--- src/rtl/fp_pkg.sv ---
// Shared definitions for the FP add normalize stage and the rounding stage
// that follows it.
//   EXP_MAX / EXP_W : largest biased exponent and exponent width
//   SUM_W / FRAC_W / GRS_W / LZ_W : datapath widths
//   pass_t : special-case flags, signs and rounding mode carried alongside the data
//   res_t  : one normalized result as held by S2 and the optional skid buffer
package fp_pkg;
  localparam int EXP_MAX = 255;
  localparam int EXP_W   = $clog2(EXP_MAX + 1);
  localparam int SUM_W   = 49;
  localparam int FRAC_W  = 23;
  localparam int GRS_W   = 24;
  localparam int LZ_W    = 6;

  typedef struct packed {
    logic       nan;
    logic       inf1;
    logic       inf2;
    logic       sign1;
    logic       sign2;
    logic       sign_res;
    logic [2:0] rm;
  } pass_t;

  typedef struct packed {
    logic [EXP_W-1:0]  exp_n;
    logic [FRAC_W-1:0] mant;
    logic [GRS_W-1:0]  grs;
    logic              uf;
    pass_t             pass;
  } res_t;
endpackage

--- src/rtl/fp_add_normalize_if.sv ---
// Handshake + data bundle around the normalize stage.
//   upstream  : in_valid/in_ready, sum_mant, exp_in, special flags, signs, rm_in
//   downstream: out_valid/out_ready, exp_norm, mantissa_norm, grs, underflow,
//               registered pass-through copies (NaN, inf1, inf2, sign1, sign2, sign_res, rm)
// slave = the normalize block, master = the producer/consumer around it.
interface fp_add_normalize_if;
  import fp_pkg::*;
  logic              in_valid, in_ready;
  logic [SUM_W-1:0]  sum_mant;
  logic [EXP_W-1:0]  exp_in;
  logic              nan_in, inf1_in, inf2_in, sign1_in, sign2_in, sign_res_in;
  logic [2:0]        rm_in;
  logic              out_valid, out_ready;
  logic [EXP_W-1:0]  exp_norm;
  logic [FRAC_W-1:0] mantissa_norm;
  logic [GRS_W-1:0]  grs;
  logic              underflow;
  logic              NaN, inf1, inf2, sign1, sign2, sign_res;
  logic [2:0]        rm;

  modport slave (
    input  in_valid, sum_mant, exp_in, nan_in, inf1_in, inf2_in, sign1_in, sign2_in,
           sign_res_in, rm_in, out_ready,
    output in_ready, out_valid, exp_norm, mantissa_norm, grs, underflow,
           NaN, inf1, inf2, sign1, sign2, sign_res, rm
  );
  modport master (
    output in_valid, sum_mant, exp_in, nan_in, inf1_in, inf2_in, sign1_in, sign2_in,
           sign_res_in, rm_in, out_ready,
    input  in_ready, out_valid, exp_norm, mantissa_norm, grs, underflow,
           NaN, inf1, inf2, sign1, sign2, sign_res, rm
  );
endinterface

--- src/rtl/lzc48.sv ---
// Combinational 48-bit leading-zero counter.
//   a    : input vector
//   cnt  : number of leading zeros (48 when a is all zero)
//   zero : a == 0
module lzc48
  import fp_pkg::*;
(
  input  logic [47:0]     a,
  output logic [LZ_W-1:0] cnt,
  output logic            zero
);
  // Scan upward; the highest set bit is the last to write cnt.
  always_comb begin
    cnt = LZ_W'(48);
    for (int i = 0; i < 48; i++)
      if (a[i]) cnt = LZ_W'(47 - i);
  end

  assign zero = ~|a;
endmodule

--- src/rtl/fp_add_normalize.sv ---
// Two-stage normalize step of an FP adder.
//   clk, rst : clock, asynchronous active-high reset
//   io       : fp_add_normalize_if.slave (upstream/downstream handshakes + data)
// S1 registers the inputs and the leading-zero count; S2 registers the
// shifted result. Build option FP_NORM_SKID_EN adds a 2-entry skid buffer
// after S2 and drives in_ready from a register.
module fp_add_normalize
  import fp_pkg::*;
(
  input logic              clk,
  input logic              rst,
  fp_add_normalize_if.slave io
);
  pass_t            in_pass;
  logic [LZ_W-1:0]  lz;
  logic             lz_zero;
  logic             v1, v2, adv1, adv2, acc, in_rdy;
  logic [SUM_W-1:0] s1_sum;
  logic [EXP_W-1:0] s1_exp;
  logic [LZ_W-1:0]  s1_lz;
  logic             s1_zero;
  pass_t            s1_pass;
  res_t             nxt, s2, out_res;
  logic [FRAC_W+GRS_W-1:0] sh;

  assign in_pass = {io.nan_in, io.inf1_in, io.inf2_in, io.sign1_in, io.sign2_in,
                    io.sign_res_in, io.rm_in};

  lzc48 u_lzc (.a(io.sum_mant[SUM_W-2:0]), .cnt(lz), .zero(lz_zero));

  assign acc  = io.in_valid & in_rdy;
  assign adv1 = ~v1 | adv2;
  assign io.in_ready = in_rdy;

  always_ff @(posedge clk or posedge rst) begin
    if (rst) begin
      v1 <= 1'b0; s1_sum <= '0; s1_exp <= '0; s1_lz <= '0; s1_zero <= 1'b0; s1_pass <= '0;
      v2 <= 1'b0; s2 <= '0;
    end else begin
      if (adv1) begin
        v1 <= acc;
        if (acc) begin
          s1_sum  <= io.sum_mant;
          s1_exp  <= io.exp_in;
          s1_lz   <= lz;
          s1_zero <= lz_zero & ~io.sum_mant[SUM_W-1];
          s1_pass <= in_pass;
        end
      end
      if (adv2) begin
        v2 <= v1;
        if (v1) s2 <= nxt;
      end
    end
  end

  // Normalization. Only bits below the hidden bit are shifted, so the
  // hidden bit drops out and the result is fraction:grs directly.
  always_comb begin
    nxt      = '0;
    nxt.pass = s1_pass;
    sh       = s1_sum[FRAC_W+GRS_W-1:0] << s1_lz;
    if (s1_sum[SUM_W-1]) begin
      // Carry out: shift right by one, folding both low bits into sticky.
      // exp_in tops out at 254, so 255 is reachable and left for rounding to flag.
      nxt.exp_n = s1_exp + EXP_W'(1);
      nxt.mant  = s1_sum[SUM_W-2:GRS_W+1];
      nxt.grs   = {s1_sum[GRS_W:2], s1_sum[1] | s1_sum[0]};
    end else if (!s1_zero) begin
      if (EXP_W'(s1_lz) >= s1_exp) nxt.uf = 1'b1;
      else begin
        nxt.exp_n = s1_exp - EXP_W'(s1_lz);
        nxt.mant  = sh[FRAC_W+GRS_W-1:GRS_W];
        nxt.grs   = sh[GRS_W-1:0];
      end
    end
  end

`ifdef FP_NORM_SKID_EN
  logic [1:0] cnt, cnt_pop, cnt_n;
  logic [2:0] occ_n;
  logic       pop_f, push, direct, rdy_q, v1_n, v2_n;
  res_t       q0, q1;

  // S2 goes straight out when nothing is queued ahead of it; otherwise it
  // joins the queue behind older results to keep order.
  assign pop_f   = io.out_ready & (cnt != 2'd0);
  assign cnt_pop = cnt - {1'b0, pop_f};
  assign direct  = v2 & (cnt == 2'd0) & io.out_ready;
  assign push    = v2 & ~direct & (cnt_pop != 2'd2);
  assign cnt_n   = cnt_pop + {1'b0, push};
  assign adv2    = ~v2 | direct | push;
  assign v1_n    = adv1 ? acc : v1;
  assign v2_n    = adv2 ? v1 : v2;
  assign occ_n   = {2'b0, v1_n} + {2'b0, v2_n} + {1'b0, cnt_n};
  assign in_rdy  = rdy_q;
  assign io.out_valid = v2 | (cnt != 2'd0);
  assign out_res = (cnt != 2'd0) ? q0 : s2;

  // Ready is a cycle stale, so it is only advertised while a full entry of
  // slack remains; the queue can then never be overrun.
  always_ff @(posedge clk or posedge rst) begin
    if (rst) begin
      cnt <= 2'd0; rdy_q <= 1'b0; q0 <= '0; q1 <= '0;
    end else begin
      cnt   <= cnt_n;
      rdy_q <= occ_n < 3'd3;
      if (pop_f) q0 <= q1;
      if (push) begin
        if (cnt_pop == 2'd0) q0 <= s2;
        else                 q1 <= s2;
      end
    end
  end
`else
  assign adv2    = ~v2 | io.out_ready;
  assign in_rdy  = adv1;
  assign io.out_valid = v2;
  assign out_res = s2;
`endif

  assign io.exp_norm      = out_res.exp_n;
  assign io.mantissa_norm = out_res.mant;
  assign io.grs           = out_res.grs;
  assign io.underflow     = out_res.uf;
  assign {io.NaN, io.inf1, io.inf2, io.sign1, io.sign2, io.sign_res, io.rm} = out_res.pass;
endmodule

--- src/flat_wrapper.sv ---
// flat-port wrapper written by rule: the top's interface ports become plain ports
module fp_add_normalize_flat import fp_pkg::*;
  (clk, rst, io_in_valid, io_sum_mant, io_exp_in, io_nan_in, io_inf1_in, io_inf2_in, io_sign1_in, io_sign2_in, io_sign_res_in, io_rm_in, io_out_ready, io_in_ready, io_out_valid, io_exp_norm, io_mantissa_norm, io_grs, io_underflow, io_NaN, io_inf1, io_inf2, io_sign1, io_sign2, io_sign_res, io_rm);
  fp_add_normalize_if io_i ();
  input logic clk;
  input logic rst;
  input wire logic [$bits(io_i.in_valid)-1:0] io_in_valid;
  input wire logic [$bits(io_i.sum_mant)-1:0] io_sum_mant;
  input wire logic [$bits(io_i.exp_in)-1:0] io_exp_in;
  input wire logic [$bits(io_i.nan_in)-1:0] io_nan_in;
  input wire logic [$bits(io_i.inf1_in)-1:0] io_inf1_in;
  input wire logic [$bits(io_i.inf2_in)-1:0] io_inf2_in;
  input wire logic [$bits(io_i.sign1_in)-1:0] io_sign1_in;
  input wire logic [$bits(io_i.sign2_in)-1:0] io_sign2_in;
  input wire logic [$bits(io_i.sign_res_in)-1:0] io_sign_res_in;
  input wire logic [$bits(io_i.rm_in)-1:0] io_rm_in;
  input wire logic [$bits(io_i.out_ready)-1:0] io_out_ready;
  output wire logic [$bits(io_i.in_ready)-1:0] io_in_ready;
  output wire logic [$bits(io_i.out_valid)-1:0] io_out_valid;
  output wire logic [$bits(io_i.exp_norm)-1:0] io_exp_norm;
  output wire logic [$bits(io_i.mantissa_norm)-1:0] io_mantissa_norm;
  output wire logic [$bits(io_i.grs)-1:0] io_grs;
  output wire logic [$bits(io_i.underflow)-1:0] io_underflow;
  output wire logic [$bits(io_i.NaN)-1:0] io_NaN;
  output wire logic [$bits(io_i.inf1)-1:0] io_inf1;
  output wire logic [$bits(io_i.inf2)-1:0] io_inf2;
  output wire logic [$bits(io_i.sign1)-1:0] io_sign1;
  output wire logic [$bits(io_i.sign2)-1:0] io_sign2;
  output wire logic [$bits(io_i.sign_res)-1:0] io_sign_res;
  output wire logic [$bits(io_i.rm)-1:0] io_rm;
  assign io_i.in_valid = io_in_valid;
  assign io_i.sum_mant = io_sum_mant;
  assign io_i.exp_in = io_exp_in;
  assign io_i.nan_in = io_nan_in;
  assign io_i.inf1_in = io_inf1_in;
  assign io_i.inf2_in = io_inf2_in;
  assign io_i.sign1_in = io_sign1_in;
  assign io_i.sign2_in = io_sign2_in;
  assign io_i.sign_res_in = io_sign_res_in;
  assign io_i.rm_in = io_rm_in;
  assign io_i.out_ready = io_out_ready;
  assign io_in_ready = io_i.in_ready;
  assign io_out_valid = io_i.out_valid;
  assign io_exp_norm = io_i.exp_norm;
  assign io_mantissa_norm = io_i.mantissa_norm;
  assign io_grs = io_i.grs;
  assign io_underflow = io_i.underflow;
  assign io_NaN = io_i.NaN;
  assign io_inf1 = io_i.inf1;
  assign io_inf2 = io_i.inf2;
  assign io_sign1 = io_i.sign1;
  assign io_sign2 = io_i.sign2;
  assign io_sign_res = io_i.sign_res;
  assign io_rm = io_i.rm;
  fp_add_normalize u_core (.clk(clk), .rst(rst), .io(io_i));
endmodule
--- config.mk ---
export PLATFORM = sky130hd
export DESIGN_NAME = fp_add_normalize_flat
export DESIGN_NICKNAME = d
export VERILOG_FILES = /design/src/rtl/fp_pkg.sv /design/src/rtl/fp_add_normalize_if.sv /design/src/rtl/lzc48.sv /design/src/rtl/fp_add_normalize.sv /design/src/flat_wrapper.sv
export SDC_FILE = /design/constraint.sdc
export NUM_CORES = 1
export LEC_CHECK = 0
export ABC_AREA = 1
export CAP_MARGIN = 20
export CORE_MARGIN = 4
export CORE_UTILIZATION = 30
export DETAILED_ROUTE_END_ITERATION = 8
export GPL_ROUTABILITY_DRIVEN = 1
export GPL_TIMING_DRIVEN = 0
export PLACE_DENSITY = 0.55
export SLEW_MARGIN = 10
export SYNTH_ARGS = -nofsm -noshare
export SYNTH_HDL_FRONTEND = slang
export SYNTH_SLANG_ARGS = --single-unit
--- constraint.sdc ---
create_clock -name clk -period 11.5 [get_ports clk]
set_clock_uncertainty 0.1 [all_clocks]
set_input_delay 2.3 -clock clk [delete_from_list [all_inputs] [get_ports clk]]
set_output_delay 2.3 -clock clk [all_outputs]
set_load 0.01 [all_outputs]
# Word level (Yosys, flattened, before mapping)
# Index checks and enable logic that the tools add are counted.
dict set report totals {
  regBits 140
  out_inout_bits 67
  elab_cells 93
}
dict set report op_classes {
  n_addsub 2
  n_lt_le_gt_ge 1
  n_shift 1
  n_mux 53
  n_bitwise 8
  n_reduce_logical 4
}
# cell count
set op_table {}
lappend op_table {{$mux 6} 47}
lappend op_table {{$mux 55} 2}
lappend op_table {{$mux 56} 1}
lappend op_table {{$reduce_or 48->1} 1}
lappend op_table {{$shl 47x6->47} 1}
lappend op_table {{$add 8x1->8 const B} 1}
lappend op_table {{$ge 6x8->1} 1}
lappend op_table {{$sub 8x6->8} 1}
lappend op_table {{$mux 5} 1}
lappend op_table {{$reduce_and 2->1} 2}
lappend op_table {{$not 1->1} 3}
lappend op_table {{$or 1x1->1} 3}
lappend op_table {{$and 1x1->1} 2}
lappend op_table {{$mux 1} 2}
lappend op_table {{$logic_not 1->1} 1}

# Logic depth before layout (Yosys ltp)
dict set report logic_depth {
  depth_word 48
  mapped_depth 49
}

# By module
# From an unflattened synthesis, not the netlist that was laid out.
dict set report hier_totals {
  cells_unflattened 1423
  area_unflattened_um2 9331.4
}
# mod instances cells_per_inst area_each_um2 seq_area_each_um2
set modules_own_cells {}
lappend modules_own_cells {fp_add_normalize 1 1253 8618.3 3503.4}
lappend modules_own_cells {lzc48 1 170 713.2 0.0}

# Least setup slack after synthesis
# Ideal clock, no wire load.
dict set report synth_timing {
  kind {input to output}
  start {input port io_out_ready}
  end {output port io_in_ready}
  t_arrival_ns 2.484
  t_required_ns 9.100
  setup_slack_ns 6.616
  stages 2
  path_buffers 0
  cell_sequence {inv_1 -> nand3_1}
}
dict set report synth_via {
  elab_chain_len 2
}
# item line
set synth_lines {}
lappend synth_lines {{from (decl)} flat_wrapper.sv:17} ;# input wire logic [$bits(io_i.out_ready)-1:0] io_out_ready;
lappend synth_lines {{$or 1x1->1} fp_add_normalize.sv:116} ;# assign adv2 = ~v2 | io.out_ready;
lappend synth_lines {{$or 1x1->1} fp_add_normalize.sv:32} ;# assign adv1 = ~v1 | adv2;
lappend synth_lines {{to (decl)} flat_wrapper.sv:18} ;# output wire logic [$bits(io_i.in_ready)-1:0] io_in_ready;
# No other way between the ends.

# Worst setup path after layout
# Same ends and word-level chain as after synthesis.

==> results_dict.tcl <==
set metrics [dict create \
    worst_skew_pair_latency_ns 0.44 \
    antenna_found_initial 0 \
    setup_violations 0 \
    fmaxAchievable_ghz 0.170 \
    drt-vias-per-instance 5.14 \
    startpoint "io_out_ready" \
    timing.critical_path.arrival_ns 3.49 \
    syn-cell-area_um2 8910 \
    finalSetupTns_ns 0 \
    grt-ovfl-total 0 \
    ctsRootBufferMaster "clkbuf_16" \
    synthToLayoutAreaGrowth_pct 28.1 \
    critical_path_required_time_ns 9.10 \
    use_met2_pct 36.3 \
    core-area_um2 29000 \
    worst_setup_hold_path_clk_slew_ns 0.07 \
    most_frequent_cells_in_the_layout "nand2_1 (371), o21ai_0 (183), dfrtp_1 (140), clkdlybuf4s50_1 (136), inv_1 (115)" \
    grt_pass1_wl_mm 55.5 \
    post_cts_resize_count 0 \
    fill_cells 3109 \
    final_common_cell "nand2_1" \
    class_of_the_most_critical_setup_path "input port to output port" \
    global_route.peak_usage_layer "met2" \
    syn_avg_cell_area_um2 6.91 \
    setup_repair_after_global_routing_missed_its_margin "false" \
    ys_seq_area_share_pct 39.3 \
    dp_hpwl_mm 29.2 \
    final-max-slew-violation-count 0 \
    result_of_the_run "completed" \
    yosys_warnings 0 \
    tritoncts.num_buffers 17 \
    worst_hold_path_type "register to register" \
    drt_wl_total_mm 36.6 \
    use_met3_pct 3.57 \
    final.period_utilization_pct 51.2 \
    pin_count 137 \
    clk_path_buf_depth 2 \
    routabilityCongestion 0.980 \
    cts_tree "built" \
    post_synth_main_area_contributors "dfrtp_1 (39%), nand2_1 (16%), o21ai_0 (10%), a21oi_1 (4.9%), inv_1 (4.9%)" \
    die_boundary_width_um 180 \
    start_util_pct 30.7 \
    finalHoldViolCount 0 \
    fp.dieH_um 180 \
    dieArea_um2 32500 \
    first_global_vias 9325 \
    worst_setup_ep_type "output port" \
    worst-slew-pin-transition_ns 0.970 \
    hold_path.startpoint "u_core.nxt[8]" \
    final_nets 1523 \
    pwr_density_cell_nw_per_um2 187 \
    tritoncts_num_sinks 140 \
    postSynthCellCount 1289 \
    post-route-drc-count 0 \
    maxCapViolations 0 \
    period_needed_ns 5.89 \
    numPortBuffers 136 \
    path_max_fanout 3 \
    initialDrtViolationCount 683 \
    post_cts_hold_buffer_count 0 \
    rows 62 \
    first_pass_iters 5 \
    layout-drive-gt1-share_pct 3.64 \
    dr_total_vias 9465 \
    p_total_uw 2140 \
    post_cts_buffers 0 \
    yosys.area.top_type "dfrtp_1" \
    synth_largest_type_area_fraction_pct 39.3 \
    peak_vdd_ir_v 0.0000938 \
    synth-seq-cells 140 \
    htree_num_levels 4 \
    regToRegStartpoint "u_core.s1_lz[1]" \
    route.antenna.remaining_nets 0 \
    synth_cell_type_count 39 \
    timing.hold.ws_ns 0.378 \
    relative_slew_slack_pct 34.8 \
    gr-usage-all-layers_pct 22.1 \
    cellLeakagePower_uw 0.00525 \
    synth.net_count 1367 \
    route.detailed.wl_per_inst_um 19.9 \
    cp-start-kind "input port" \
    grt_max_degree 79 \
    groute.layer.met1.usage_pct 29.5 \
]
[worst max-delay path, stage by stage]
cell	delay, ns
clkdlybuf4s50_1	0.46
inv_1	0.06
nand3_1	0.12
clkdlybuf4s50_1	0.56
[state kept, by name, summed over array words and instances, names as in the netlist, 3 cells and up]
register                 flops
u_core.s1_sum               49
u_core.io.grs               24
u_core.io.mantissa_norm     23
u_core.nxt                   9
u_core.io.exp_norm           8
u_core.s1_exp                8
u_core.s1_lz                 6
u_core.io.rm                 3
[cell usage after synthesis]
master     instances
o21ai_1           26
o31ai_1            1
mux2i_1           43
nand4_1            7
o22ai_1            1
o211ai_1           8
inv_2              6
o311ai_1           1
buf_2              1
o21bai_1           2
o32ai_1            1
clkbuf_1          71
dfrtp_1          140
xor2_1             2
bufinv_8           5
o21ai_0          183
or4_1              1
nand3_1           32
nor4_1             2
a221oi_1           2
clkinv_1           1
fa_1               1
or2_1              2
inv_1            116
a21oi_1           88
a21boi_0           1
a32oi_1            1
a22oi_1           14
buf_1              7
nand2_1          371
a311oi_1           1
buf_4              2
o2111ai_1          7
a31oi_1            8
nor2_1           113
nor3_1             8
or2_2              5
o311ai_0           1
ha_1               7
[power breakdown]
part / leakage [uW] / switching (uW) / internal [uW]
logic: 0.00324 / 490 / 344
clock network: 0.000301 / 267 / 315
registers: 0.00170 / 105 / 614
total: 0.00525 / 862 / 1270
[cells by family after synthesis]
logic type                 count (synthesis)  share of synthesized area, %
muxes                                     43                          4.83
adders and majority gates                  8                          1.21
DFF                                      140                          39.3
AOI/OAI and AO/OA                        346                          20.9
xor gates and xnor gates                   2                         0.197
buffers and inverters                    209                          9.68
and+or+nand+nor                          541                          23.9
[through the flow]
step / instances / cell area, um^2 / worst slack (ns) / utilization (%)
after floorplan: 1289 / 8910 / 5.35 / -
after global placement: 1809 / 10700 / 3.23 / 37.0
after detailed placement: 1810 / 10800 / 5.62 / 37.2
after CTS: 1842 / 11400 / 5.61 / 39.3
after global routing: 1842 / 11400 / 5.57 / 39.3
final: 1843 / 11400 / 5.61 / 39.3
[path summary, 6_finish.rpt]
kind | to | slack (ns) | cells after the start
worst min-delay path | u_core.io.NaN | 0.38 | 2
max in group asynchronous | u_core.s1_sum[25] | 8.34 | 3
worst max register to register | u_core.io.mantissa_norm[7] | 5.93 | 18
worst max-delay path | io_in_ready | 5.61 | 4
worst min register to register | u_core.io.NaN | 0.38 | 2
min in group asynchronous | u_core.nxt[5] | 2.18 | 2
[final cells by class]
| type | instances | area (um^2) | share of cell area [%] |
|---|---|---|---|
| diodes | 1 | 2.50 | 0.0219 |
| clock buffers | 17 | 425 | 3.73 |
| inverters | 128 | 557 | 4.88 |
| well taps | 384 | 480 | 4.21 |
| repair buffers | 137 | 1390 | 12.2 |
| flip-flops and latches | 140 | 3500 | 30.7 |
| multi-input cells | 940 | 4540 | 39.8 |
| plain buffers | 81 | 313 | 2.74 |
| clock inverters | 15 | 199 | 1.74 |
[layer usage]
layer / part of all wire (%) / vias to the layer above
met4: 3.2 / 0
met2: 47 / 321
met5: 0 / -
met1: 44 / 4544
li1: - / 4535
met3: 5.9 / 65
Power figures use the tool's default switching activity.
